File: src/rtl/chad_cop_pkg.sv
// chad_cop_pkg: shared definitions for the chad coprocessor controller.
// Holds the opcode values decoded from sel[2:0], the controller state
// encoding, the bit positions of the status word returned by RDST, and a
// helper that tells which opcodes run on the iterative datapath.
package chad_cop_pkg;

  localparam logic [2:0] OP_MUL  = 3'd0;
  localparam logic [2:0] OP_RDHI = 3'd1;
  localparam logic [2:0] OP_DIV  = 3'd2;
  localparam logic [2:0] OP_RDST = 3'd3;

  typedef enum logic [1:0] {
    IDLE = 2'd0,
    BUSY = 2'd1,
    DONE = 2'd2
  } state_e;

  // Status word layout: {0..., dz, ovf}
  localparam int ST_OVF = 0;
  localparam int ST_DZ  = 1;

  // MUL and DIV take the multi-cycle path; every other opcode is single-cycle.
  function automatic logic is_multi(input logic [2:0] op);
    return (op == OP_MUL) || (op == OP_DIV);
  endfunction

endpackage

File: src/rtl/chad_copctl_if.sv
// chad_copctl_if: core <-> coprocessor bundle.
//   copgo  : coprocessor instruction present this cycle (core -> cop)
//   sel    : instruction select field insn[10:0]       (core -> cop)
//   stall  : other wait sources are holding the core    (core -> cop)
//   copa   : T, divisor / multiplicand                 (core -> cop)
//   copb   : N, multiplier / low dividend word         (core -> cop)
//   copc   : W, high dividend word                     (core -> cop)
//   cop    : result                                     (cop -> core)
//   hold   : coprocessor wait request                   (cop -> core)
//   busy   : controller not idle                        (cop -> core)
interface chad_copctl_if #(
  parameter int WIDTH = 18
);
  logic             copgo;
  logic [10:0]      sel;
  logic             stall;
  logic [WIDTH-1:0] copa;
  logic [WIDTH-1:0] copb;
  logic [WIDTH-1:0] copc;
  logic [WIDTH-1:0] cop;
  logic             hold;
  logic             busy;

  modport master (
    output copgo, sel, stall, copa, copb, copc,
    input  cop, hold, busy
  );

  modport slave (
    input  copgo, sel, stall, copa, copb, copc,
    output cop, hold, busy
  );
endinterface

File: src/rtl/chad_muldiv_step.sv
// chad_muldiv_step: one combinational iteration of the unsigned multiplier
// or restoring divider.
//   mode_div : 0 = shift-add multiply step, 1 = shift-subtract divide step
//   acc_hi   : upper accumulator word (partial product high / remainder)
//   acc_lo   : lower accumulator word (multiplier bits / dividend bits, quotient)
//   opnd     : multiplicand or divisor
//   nxt_hi   : next upper accumulator word
//   nxt_lo   : next lower accumulator word
//   qbit     : quotient bit produced by a divide step (0 in multiply mode)
module chad_muldiv_step #(
  parameter int WIDTH = 18
) (
  input  logic             mode_div,
  input  logic [WIDTH-1:0] acc_hi,
  input  logic [WIDTH-1:0] acc_lo,
  input  logic [WIDTH-1:0] opnd,
  output logic [WIDTH-1:0] nxt_hi,
  output logic [WIDTH-1:0] nxt_lo,
  output logic             qbit
);

  logic [WIDTH:0]   sum;
  logic [WIDTH:0]   trial;
  logic [WIDTH-1:0] diff;

  always_comb begin
    nxt_hi = acc_hi;
    nxt_lo = acc_lo;
    qbit   = 1'b0;
    sum    = '0;
    trial  = '0;
    diff   = '0;
    if (mode_div) begin
      // Shift the next dividend bit into the remainder; the trial value is
      // one bit wider so a remainder with its top bit set still compares right.
      trial  = {acc_hi, acc_lo[WIDTH-1]};
      qbit   = (trial >= {1'b0, opnd});
      // When the subtraction is taken the result always fits in WIDTH bits.
      diff   = trial[WIDTH-1:0] - opnd;
      nxt_hi = qbit ? diff : trial[WIDTH-1:0];
      nxt_lo = {acc_lo[WIDTH-2:0], qbit};
    end else begin
      // Add the multiplicand when the current multiplier LSB is set, then
      // shift {carry, hi, lo} right by one.
      sum    = {1'b0, acc_hi} + (acc_lo[0] ? {1'b0, opnd} : {(WIDTH+1){1'b0}});
      nxt_hi = sum[WIDTH:1];
      nxt_lo = {sum[0], acc_lo[WIDTH-1:1]};
    end
  end

endmodule

File: src/rtl/chad_copctl.sv
// chad_copctl: coprocessor controller for the chad CPU.
// Decodes copgo/sel[2:0], runs WIDTH-step unsigned multiply and restoring
// divide, stalls the core through hold until the result is ready, and
// returns results, the HI register and sticky status flags on cop.
//   clk   : clock
//   reset : synchronous active-high reset
//   bus   : chad_copctl_if slave side (copgo, sel, stall, copa/b/c in;
//           cop, hold, busy out)
module chad_copctl
  import chad_cop_pkg::*;
#(
  parameter int WIDTH = 18
) (
  input  logic          clk,
  input  logic          reset,
  chad_copctl_if.slave  bus
);

  localparam int CNT_W = $clog2(WIDTH);

  state_e             state_q, state_d;
  logic [CNT_W-1:0]   cnt_q, cnt_d;
  logic               mode_q, mode_d;
  logic [WIDTH-1:0]   acc_hi_q, acc_hi_d;
  logic [WIDTH-1:0]   acc_lo_q, acc_lo_d;
  logic [WIDTH-1:0]   opnd_q, opnd_d;
  logic [WIDTH-1:0]   res_q, res_d;
  logic [WIDTH-1:0]   hi_q, hi_d;
  logic               ovf_q, ovf_d;
  logic               dz_q, dz_d;

  logic [2:0]         op;
  logic [WIDTH-1:0]   step_hi, step_lo;
  logic               step_qbit;
  logic               unused_bits;

  assign op          = bus.sel[2:0];
  // Only sel[2:0] is decoded; quotient bits are already folded into step_lo.
  assign unused_bits = &{1'b0, bus.sel[10:3], step_qbit};

  chad_muldiv_step #(.WIDTH(WIDTH)) u_step (
    .mode_div (mode_q),
    .acc_hi   (acc_hi_q),
    .acc_lo   (acc_lo_q),
    .opnd     (opnd_q),
    .nxt_hi   (step_hi),
    .nxt_lo   (step_lo),
    .qbit     (step_qbit)
  );

  always_comb begin
    state_d  = state_q;
    cnt_d    = cnt_q;
    mode_d   = mode_q;
    acc_hi_d = acc_hi_q;
    acc_lo_d = acc_lo_q;
    opnd_d   = opnd_q;
    res_d    = res_q;
    hi_d     = hi_q;
    ovf_d    = ovf_q;
    dz_d     = dz_q;
    bus.hold = 1'b0;
    bus.cop  = '0;
    bus.busy = (state_q != IDLE);

    unique case (state_q)
      IDLE: begin
        if (bus.copgo) begin
          unique case (op)
            OP_RDHI: bus.cop = hi_q;
            OP_RDST: begin
              bus.cop         = '0;
              bus.cop[ST_OVF] = ovf_q;
              bus.cop[ST_DZ]  = dz_q;
              // A stalled RDST is re-presented next cycle, so only clear
              // once the core actually retires it.
              if (!bus.stall) begin
                ovf_d = 1'b0;
                dz_d  = 1'b0;
              end
            end
            default: bus.cop = '0;
          endcase

          if (is_multi(op)) begin
            bus.hold = 1'b1;
            mode_d   = (op == OP_DIV);
            acc_hi_d = (op == OP_DIV) ? bus.copc : '0;
            acc_lo_d = bus.copb;
            opnd_d   = bus.copa;
            cnt_d    = CNT_W'(WIDTH - 1);
            state_d  = BUSY;
            // Divide cases whose quotient cannot fit skip the iterations.
            if ((op == OP_DIV) && (bus.copa == '0)) begin
              state_d = DONE;
              res_d   = '1;
              hi_d    = bus.copb;
              dz_d    = 1'b1;
            end else if ((op == OP_DIV) && (bus.copc >= bus.copa)) begin
              state_d = DONE;
              res_d   = '1;
              hi_d    = '1;
              ovf_d   = 1'b1;
            end
          end
        end
      end

      BUSY: begin
        bus.hold = 1'b1;
        acc_hi_d = step_hi;
        acc_lo_d = step_lo;
        cnt_d    = cnt_q - 1'b1;
        if (cnt_q == '0) begin
          state_d = DONE;
          res_d   = step_lo;
          hi_d    = step_hi;
        end
      end

      DONE: begin
        // copgo here is the same instruction still waiting to retire.
        bus.cop = res_q;
        if (!bus.stall) state_d = IDLE;
      end

      default: state_d = IDLE;
    endcase
  end

  always_ff @(posedge clk) begin
    if (reset) begin
      state_q <= IDLE;
      hi_q    <= '0;
      ovf_q   <= 1'b0;
      dz_q    <= 1'b0;
    end else begin
      state_q <= state_d;
      hi_q    <= hi_d;
      ovf_q   <= ovf_d;
      dz_q    <= dz_d;
    end
  end

  // Datapath registers carry no reset; they are reloaded on every issue and
  // cop is muxed to zero outside DONE.
  always_ff @(posedge clk) begin
    cnt_q    <= cnt_d;
    mode_q   <= mode_d;
    acc_hi_q <= acc_hi_d;
    acc_lo_q <= acc_lo_d;
    opnd_q   <= opnd_d;
    res_q    <= res_d;
  end

endmodule

File: src/flat_wrapper.sv
// flat-port wrapper written by rule: the top's interface ports become plain ports
module chad_copctl_flat import chad_cop_pkg::*;
#(
  parameter int WIDTH = 18
)
  (clk, reset, bus_copgo, bus_sel, bus_stall, bus_copa, bus_copb, bus_copc, bus_cop, bus_hold, bus_busy);
  chad_copctl_if #(.WIDTH(WIDTH)) bus_i ();
  input  logic clk;
  input  logic reset;
  input wire logic [$bits(bus_i.copgo)-1:0] bus_copgo;
  input wire logic [$bits(bus_i.sel)-1:0] bus_sel;
  input wire logic [$bits(bus_i.stall)-1:0] bus_stall;
  input wire logic [$bits(bus_i.copa)-1:0] bus_copa;
  input wire logic [$bits(bus_i.copb)-1:0] bus_copb;
  input wire logic [$bits(bus_i.copc)-1:0] bus_copc;
  output wire logic [$bits(bus_i.cop)-1:0] bus_cop;
  output wire logic [$bits(bus_i.hold)-1:0] bus_hold;
  output wire logic [$bits(bus_i.busy)-1:0] bus_busy;
  assign bus_i.copgo = bus_copgo;
  assign bus_i.sel = bus_sel;
  assign bus_i.stall = bus_stall;
  assign bus_i.copa = bus_copa;
  assign bus_i.copb = bus_copb;
  assign bus_i.copc = bus_copc;
  assign bus_cop = bus_i.cop;
  assign bus_hold = bus_i.hold;
  assign bus_busy = bus_i.busy;
  chad_copctl #(.WIDTH(WIDTH)) u_core (.clk(clk), .reset(reset), .bus(bus_i));
endmodule
File: config.mk
export PLATFORM = sky130hd
export DESIGN_NAME = chad_copctl_flat
export DESIGN_NICKNAME = d
export VERILOG_FILES = /design/src/rtl/chad_cop_pkg.sv /design/src/rtl/chad_copctl_if.sv /design/src/rtl/chad_muldiv_step.sv /design/src/rtl/chad_copctl.sv /design/src/flat_wrapper.sv
export SDC_FILE = /design/constraint.sdc
export NUM_CORES = 1
export LEC_CHECK = 0
export CAP_MARGIN = 20
export CORE_MARGIN = 3
export CORE_UTILIZATION = 41
export CTS_BUF_LIST = sky130_fd_sc_hd__clkbuf_8
export CTS_CLUSTER_SIZE = 14
export DETAILED_ROUTE_END_ITERATION = 8
export DONT_BUFFER_PORTS = 1
export MAX_ROUTING_LAYER = met4
export PLACE_DENSITY = 0.61
export SKIP_LAST_GASP = 1
export SLEW_MARGIN = 10
export SYNTH_ARGS = -nofsm -noshare
export SYNTH_HDL_FRONTEND = slang
export SYNTH_SLANG_ARGS = --single-unit
File: constraint.sdc
create_clock -name clk -period 3.9 [get_ports clk]
set_input_delay 0.585 -clock clk [delete_from_list [all_inputs] [get_ports clk]]
set_output_delay 0.585 -clock clk [all_outputs]
set_load 0.01 [all_outputs]
Word level (Yosys, flattened, before mapping) --
Cells that the tools add are included.
Word-level totals: output and inout port bits 20, logic and storage cells 86, input bits 69, memories kept 0, latch bits 0, memory bits (read-only) 0, flip-flop bits (word level) 100, memory bits (writable) 0
Cells by class: equal/unequal tests 10, shifts and indexed selects 0, reductions and logical operators 14, muxes and demuxes 47, add/sub/neg operators 3, order comparisons 2, multiply operators 0, divide/modulo/power cells 0, bitwise logic cells 0
Operators with widths (number):
- 18-bit 2-to-1 mux | 19
- 18-bit one-hot mux with 2 select lines | 6
- 18-bit by 18-bit adder with 19-bit output | 1
- 19-bit by 18-bit >= comparator with 1-bit output | 1
- 18-bit >= comparator | 1
- 18-bit logical NOT | 1
- 18-bit subtractor | 1
- 2-bit 2-to-1 mux | 6
- 1-bit 2-to-1 mux | 11
- 5-bit 2-to-1 mux | 2
- 5-bit one-hot mux with 2 select lines | 1
- 3-bit by 2-bit == test with 1-bit output, second input constant | 2
- 2-bit one-hot mux with 3 select lines | 1
- 3-bit AND reduction | 2
- 5-bit logical NOT | 1
- 5-bit AND reduction | 1
- 5-bit by 1-bit subtractor with 5-bit output, second input constant | 1
- 2-bit by 1-bit != test with 1-bit output, second input constant | 2
- 2-bit != test, second input constant | 2
- 4-bit AND reduction | 1
- 2-bit nonzero test | 2
- 3-bit by 1-bit == test with 1-bit output, second input constant | 1
- 3-bit logical NOT | 1
- 3-bit by 1-bit != test with 1-bit output, second input constant | 1
- 7 further kinds | 8

Logic depth before layout (Yosys ltp) --
depth after elaboration 7, mapped depth 13, depth with buffers taken out 11

Modules after synthesis --
A second synthesis with hierarchy kept.
Second synthesis, totals: cells, all modules 842, area, all modules 7683.6 um^2
Modules (own cells, without submodules):
- chad_copctl | cells each 443, sequential area each 2782.7 um^2, times used 1, area an instance 4822.1 um^2
- chad_muldiv_step | cells each 399, sequential area each 0.0 um^2, times used 1, area an instance 2861.5 um^2

Worst setup path before layout --
OpenSTA, ideal clock, no wires.
kind register to register, start register u_core.acc_lo_q[0], end register u_core.acc_hi_q[17], data pin, arrival 2923 ps, data required time 3638 ps, clock period less this slack 3184 ps, path slack 716 ps, stages on the path, launching flop included 13, path buffers 1, library setup time 262 ps, cells stage by stage edfxtp_1 > clkbuf_1 > and2_1 > ha_1 > fa_1 > a211oi_1 > o21ai_0 > o311ai_1 > o31ai_1 > a221oi_1 > o22ai_1 > a21oi_1 > nand2_1
Between the ends: cells in the longest elaborated chain, start to end 4
RTL lines:
- start: declaration | line chad_copctl.sv:25 | logic [WIDTH-1:0] acc_lo_q, acc_lo_d;
- start signal: assignment | line chad_copctl.sv:151 | acc_lo_q <= acc_lo_d;
- 18-bit 2-to-1 mux | line chad_muldiv_step.sv:45 | sum = {1'b0, acc_hi} + (acc_lo[0] ? {1'b0, opnd} : {(WIDTH+1){1'b0}});
- 18-bit by 18-bit adder with 19-bit output | line chad_muldiv_step.sv:45
- 18-bit 2-to-1 mux | line chad_muldiv_step.sv:33 | if (mode_div) begin
- 18-bit one-hot mux with 2 select lines | line chad_copctl.sv:66 | unique case (state_q)
- net u_core.acc_hi_d[17] | line chad_copctl.sv:24 | logic [WIDTH-1:0] acc_hi_q, acc_hi_d;
- end signal: assignment | line chad_copctl.sv:150 | acc_hi_q <= acc_hi_d;
- end: declaration | line chad_copctl.sv:24
The timed path passes the listed nets, and every way through them passes these cells. A chain may end at the register's enable or synchronous reset.

Worst setup path after layout --
Ends and elaborated chain as after synthesis.

==> summary.md <==
| Metric | Value |
|---|---|
| Net Count, Synth | around 900 |
| Std cell rows | 48 |
| WS Path Type | reg2reg |
| Num CTS Buffers | 9 |
| Vias | about 6000 |
| Area delta synth->final | 6.20% |
| DR vias/cell | 6.13 |
| Final ANT Viol Nets | 0 |
| Leak pwr | roughly 3.1 nW |
| Top cells by area, synth | edfxtp_1, ha_1, dfxtp_1 |
| Largest net degree at the start of global routing | 39 |
| Worst setup skew after layout | approximately 14 ps |
| R2r startpoint | u_core.acc_lo_q[0]$_DFFE_PP_ |
| Clock Tree Root | clkbuf_8 |
| Post-synth ARST share | 0% |
| Max Transition Viols Final | 0 |
| Pre-antenna DRT Iters | 5 |
| Clock buffer depth | 2 |
| Post-synth top area share | between 30% and 40% |
| Max stage delay on crit path | around 470 ps |
| Ratio of final minimum period to clock period | between 90% and 100% |
| Final hold slack | approximately 250 ps |
| WL final | between 20 and 25 mm |
| # IOs | approximately 90 |
| Die Y | between 100 and 150 um |
| Mean routed wirelength per cell | roughly 23 um |
| Netlist Area Pre-Place | between 0.007 and 0.008 sq mm |
| Final Critical Period | approximately 3600 ps |
| Outcome | completed |
| Power per Cell Area | roughly 320 mW/mm^2 |
| Hold Path Cell Cnt | 1 |
| Count of input and output buffers | 0 |
| Hold Path Origin | reset |
| Post-synth top area cell | edfxtp_1 |
| Diode count | 0 |
| Peak supply drop | ~210 uV |
| Worst-Margin Slew | between 900 and 1000 ps |
| H-tree levels | 3 |
| Crit-path most repeated cell | buf_4 |
| RSZ-0062 raised after global routing | false |
| Fillers | 1683 |
| CP Max Fanout | 17 |
| DR iter-0 viols | about 500 |
| Placed Area | about 0.0076 sq mm |
| Clock sinks | 100 |
| Worst-Skew Late Latency | approximately 400 ps |
| Drt drc | 0 |
| Final Hold Fails | 0 |
| Endpoint, Worst Hold | u_core.hi_q[1]$_SDFFE_PP0P_ |
| CP Launch Type | flop |
| Post-layout util | about 45% |
| Final HPWL DP | ~17 mm |
| HP Class | in2reg |
| CTS tree | built |
| Core Area | between 0.015 and 0.02 sq mm |
| Routability cong. | 0.930 |
| EDFF count, synth | 78 |
| Die W | about 140 um |
| Worst slew margin | 35.0% |
| Sequential share of the synthesized area | between 30% and 40% |
| First-pass GRT wire length | about 35 mm |
| Top cells by count, synth | edfxtp_1, nand2_1, nor2_1, ha_1, inv_1 |
| Remaining Overflow, GRT | 0 |
| Worst r2r dst | u_core.acc_hi_q[17]$_DFFE_PP_ |
| Final Cell Area | around 0.0078 sq mm |
| Share of cells above drive strength 1 | 7.95% |
| Cells after Synth | just under 800 |
| Initial Util | around 42% |
| Most instantiated library cell after synthesis | edfxtp_1 |
| # Max-Cap Violations | 0 |
| Net count of the finished layout | roughly 890 |
| CP max stage cell | fa_1 |
| Ys flop type | edfxtp_1 |
| R2R cell count | 12 |
| Register bit total from synthesis | 100 |
| Yosys warns | 0 |
| Clock slew at reported path FFs | roughly 110 ps |
| Reg2reg setup slack | roughly 340 ps |
| Setup TNS | 0 ps |
| Mean Syn Cell Area | between 9 and 10 sq um |
| Antenna violations before repair | 0 |
| Distinct cells, synth | approximately 80 |
| Worst EP arrival | approximately 3700 ps |
| Setup Viol. Count Final | 0 |
| Vias in the first global route | roughly 6100 |
| Required time of the worst setup path | 4030 ps |
| Die ar. | 0.0194 sq mm |
| Crit-path cells | buf_4 > and2_1 > fa_1 > a211oi_1 > o21ai_0 > o311ai_1 > buf_4 > o31ai_2 > a221oi_1 > o22ai_1 > a21oi_1 > nand2_1 |
| Fmax achieved | between 0.2 and 0.3 GHz |
| Total GRT Usage | 23.9% |
| Crit. End Element | flop |
-- report_power, final --
| group | internal [W] | total (W) | switching [W] |
|---|---|---|---|
| Sequential | 0.00121 | 0.00124 | 0.0000375 |
| Combinational | 0.000241 | 0.000615 | 0.000374 |
| Clock | 0.000241 | 0.000660 | 0.000419 |
-- placed cells by master (no fill, tap or decap), drive strengths merged, types with 5 or more instances in the layout --
cell and n:
o21ai 45, edfxtp 78, nand4 7, nand3b 6, nand3 13, nand2 69
and3 5, buf 14, ha 55, xor2 8, nor2b 8, inv 57
o21a 23, and2 19, o22ai 6, a211oi 11, nor4 6, a31oi 6
a21o 21, o211ai 8, a211o 5, nand2b 11, nor2 61, nor3 16
xnor2 15, a311oi 9, mux2i 29, a22o 19, clkbuf 9, dfxtp 22
a21oi 42
-- kinds of logic (layout without fill, tap and decap cells) --
kind of cell | Yosys count | count (layout) | synth area share (%)
adders and majority gates | 57 | 57 | 9.97
and+or+nand+nor | 239 | 239 | 16.5
DFF | 100 | 100 | 38.1
muxes | 33 | 33 | 4.59
xor gates and xnor gates | 23 | 23 | 2.76
buffers and inverters | 90 | 84 | 5.06
AOI/OAI and AO/OA | 231 | 231 | 23.0
-- routing by layer --
layer  wire [um]  GRT usage, %  part of all wire, %
met4         634          7.93                  2.8
met2       10500          37.3                   47
met5           0             -                    0
met1        9950          30.5                   44
met3        1480          5.74                  6.6
-- sequential cells by signal, indices dropped and copies added (netlist names) --
name / cells
u_core.acc_hi_q: 18
u_core.acc_lo_q: 18
u_core.hi_q: 18
u_core.opnd_q: 18
u_core.res_q: 18
u_core.cnt_q: 5
u_core.state_q: 2
u_core.dz_q: 1
u_core.mode_q: 1
u_core.ovf_q: 1
-- worst max-delay path, delay by kind of cell (launching register included) --
| kind | cells | cell delay [ps] |
|---|---|---|
| AO/OA/AOI/OAI | 7 | 1670 |
| AND/OR/NAND/NOR | 2 | 310 |
| flip-flops | 1 | 440 |
| buffers and inverters | 2 | 410 |
| adder cells (fa/ha/maj) | 1 | 470 |
-- worst max-delay path by stage --
stage | from | to | slack (ps) | cells past startpoint
5_1_grt | u_core.acc_lo_q[0]$_DFFE_PP_ | u_core.acc_hi_q[15]$_DFFE_PP_ | 60 | 12
3_3_place_gp | u_core.acc_lo_q[0]$_DFFE_PP_ | u_core.acc_hi_q[15]$_DFFE_PP_ | 280 | 12
6_report | u_core.acc_lo_q[0]$_DFFE_PP_ | u_core.acc_hi_q[17]$_DFFE_PP_ | 340 | 12
3_5_place_dp | u_core.acc_lo_q[0]$_DFFE_PP_ | u_core.acc_hi_q[15]$_DFFE_PP_ | 240 | 12
4_1_cts | u_core.acc_lo_q[0]$_DFFE_PP_ | u_core.acc_hi_q[15]$_DFFE_PP_ | 220 | 12
2_1_floorplan | u_core.acc_lo_q[0]$_DFFE_PP_ | u_core.acc_hi_q[17]$_DFFE_PP_ | 720 | 12
-- repair_timing --
action / CTS / global route
buffers inserted: 0 / 0
gates resized for setup: 0 / 1
hold buffers: 0 / 0
setup endpoints to repair: 0 / 2
-- per-stage QoR --
step	setup WS, ps	instances	power, W
final	345	992	0.00252
after global routing	59.6	992	0.00265
after CTS	218	992	0.00253
after detailed placement	241	976	0.00187
after global placement	276	976	0.00186
after floorplan	716	773	0.00171
-- layout make-up --
| type | instances | area (sq um) | area share (%) |
|---|---|---|---|
| inverter | 54 | 203 | 2.61 |
| tap | 225 | 282 | 3.63 |
| sequential | 100 | 2780 | 35.9 |
| clock buffer | 9 | 124 | 1.60 |
| clock inverter | 7 | 56.3 | 0.726 |
| timing repair buffer | 14 | 130 | 1.68 |
| multi-input combinational | 583 | 4180 | 53.9 |
Power figures use the tool's default switching activity.
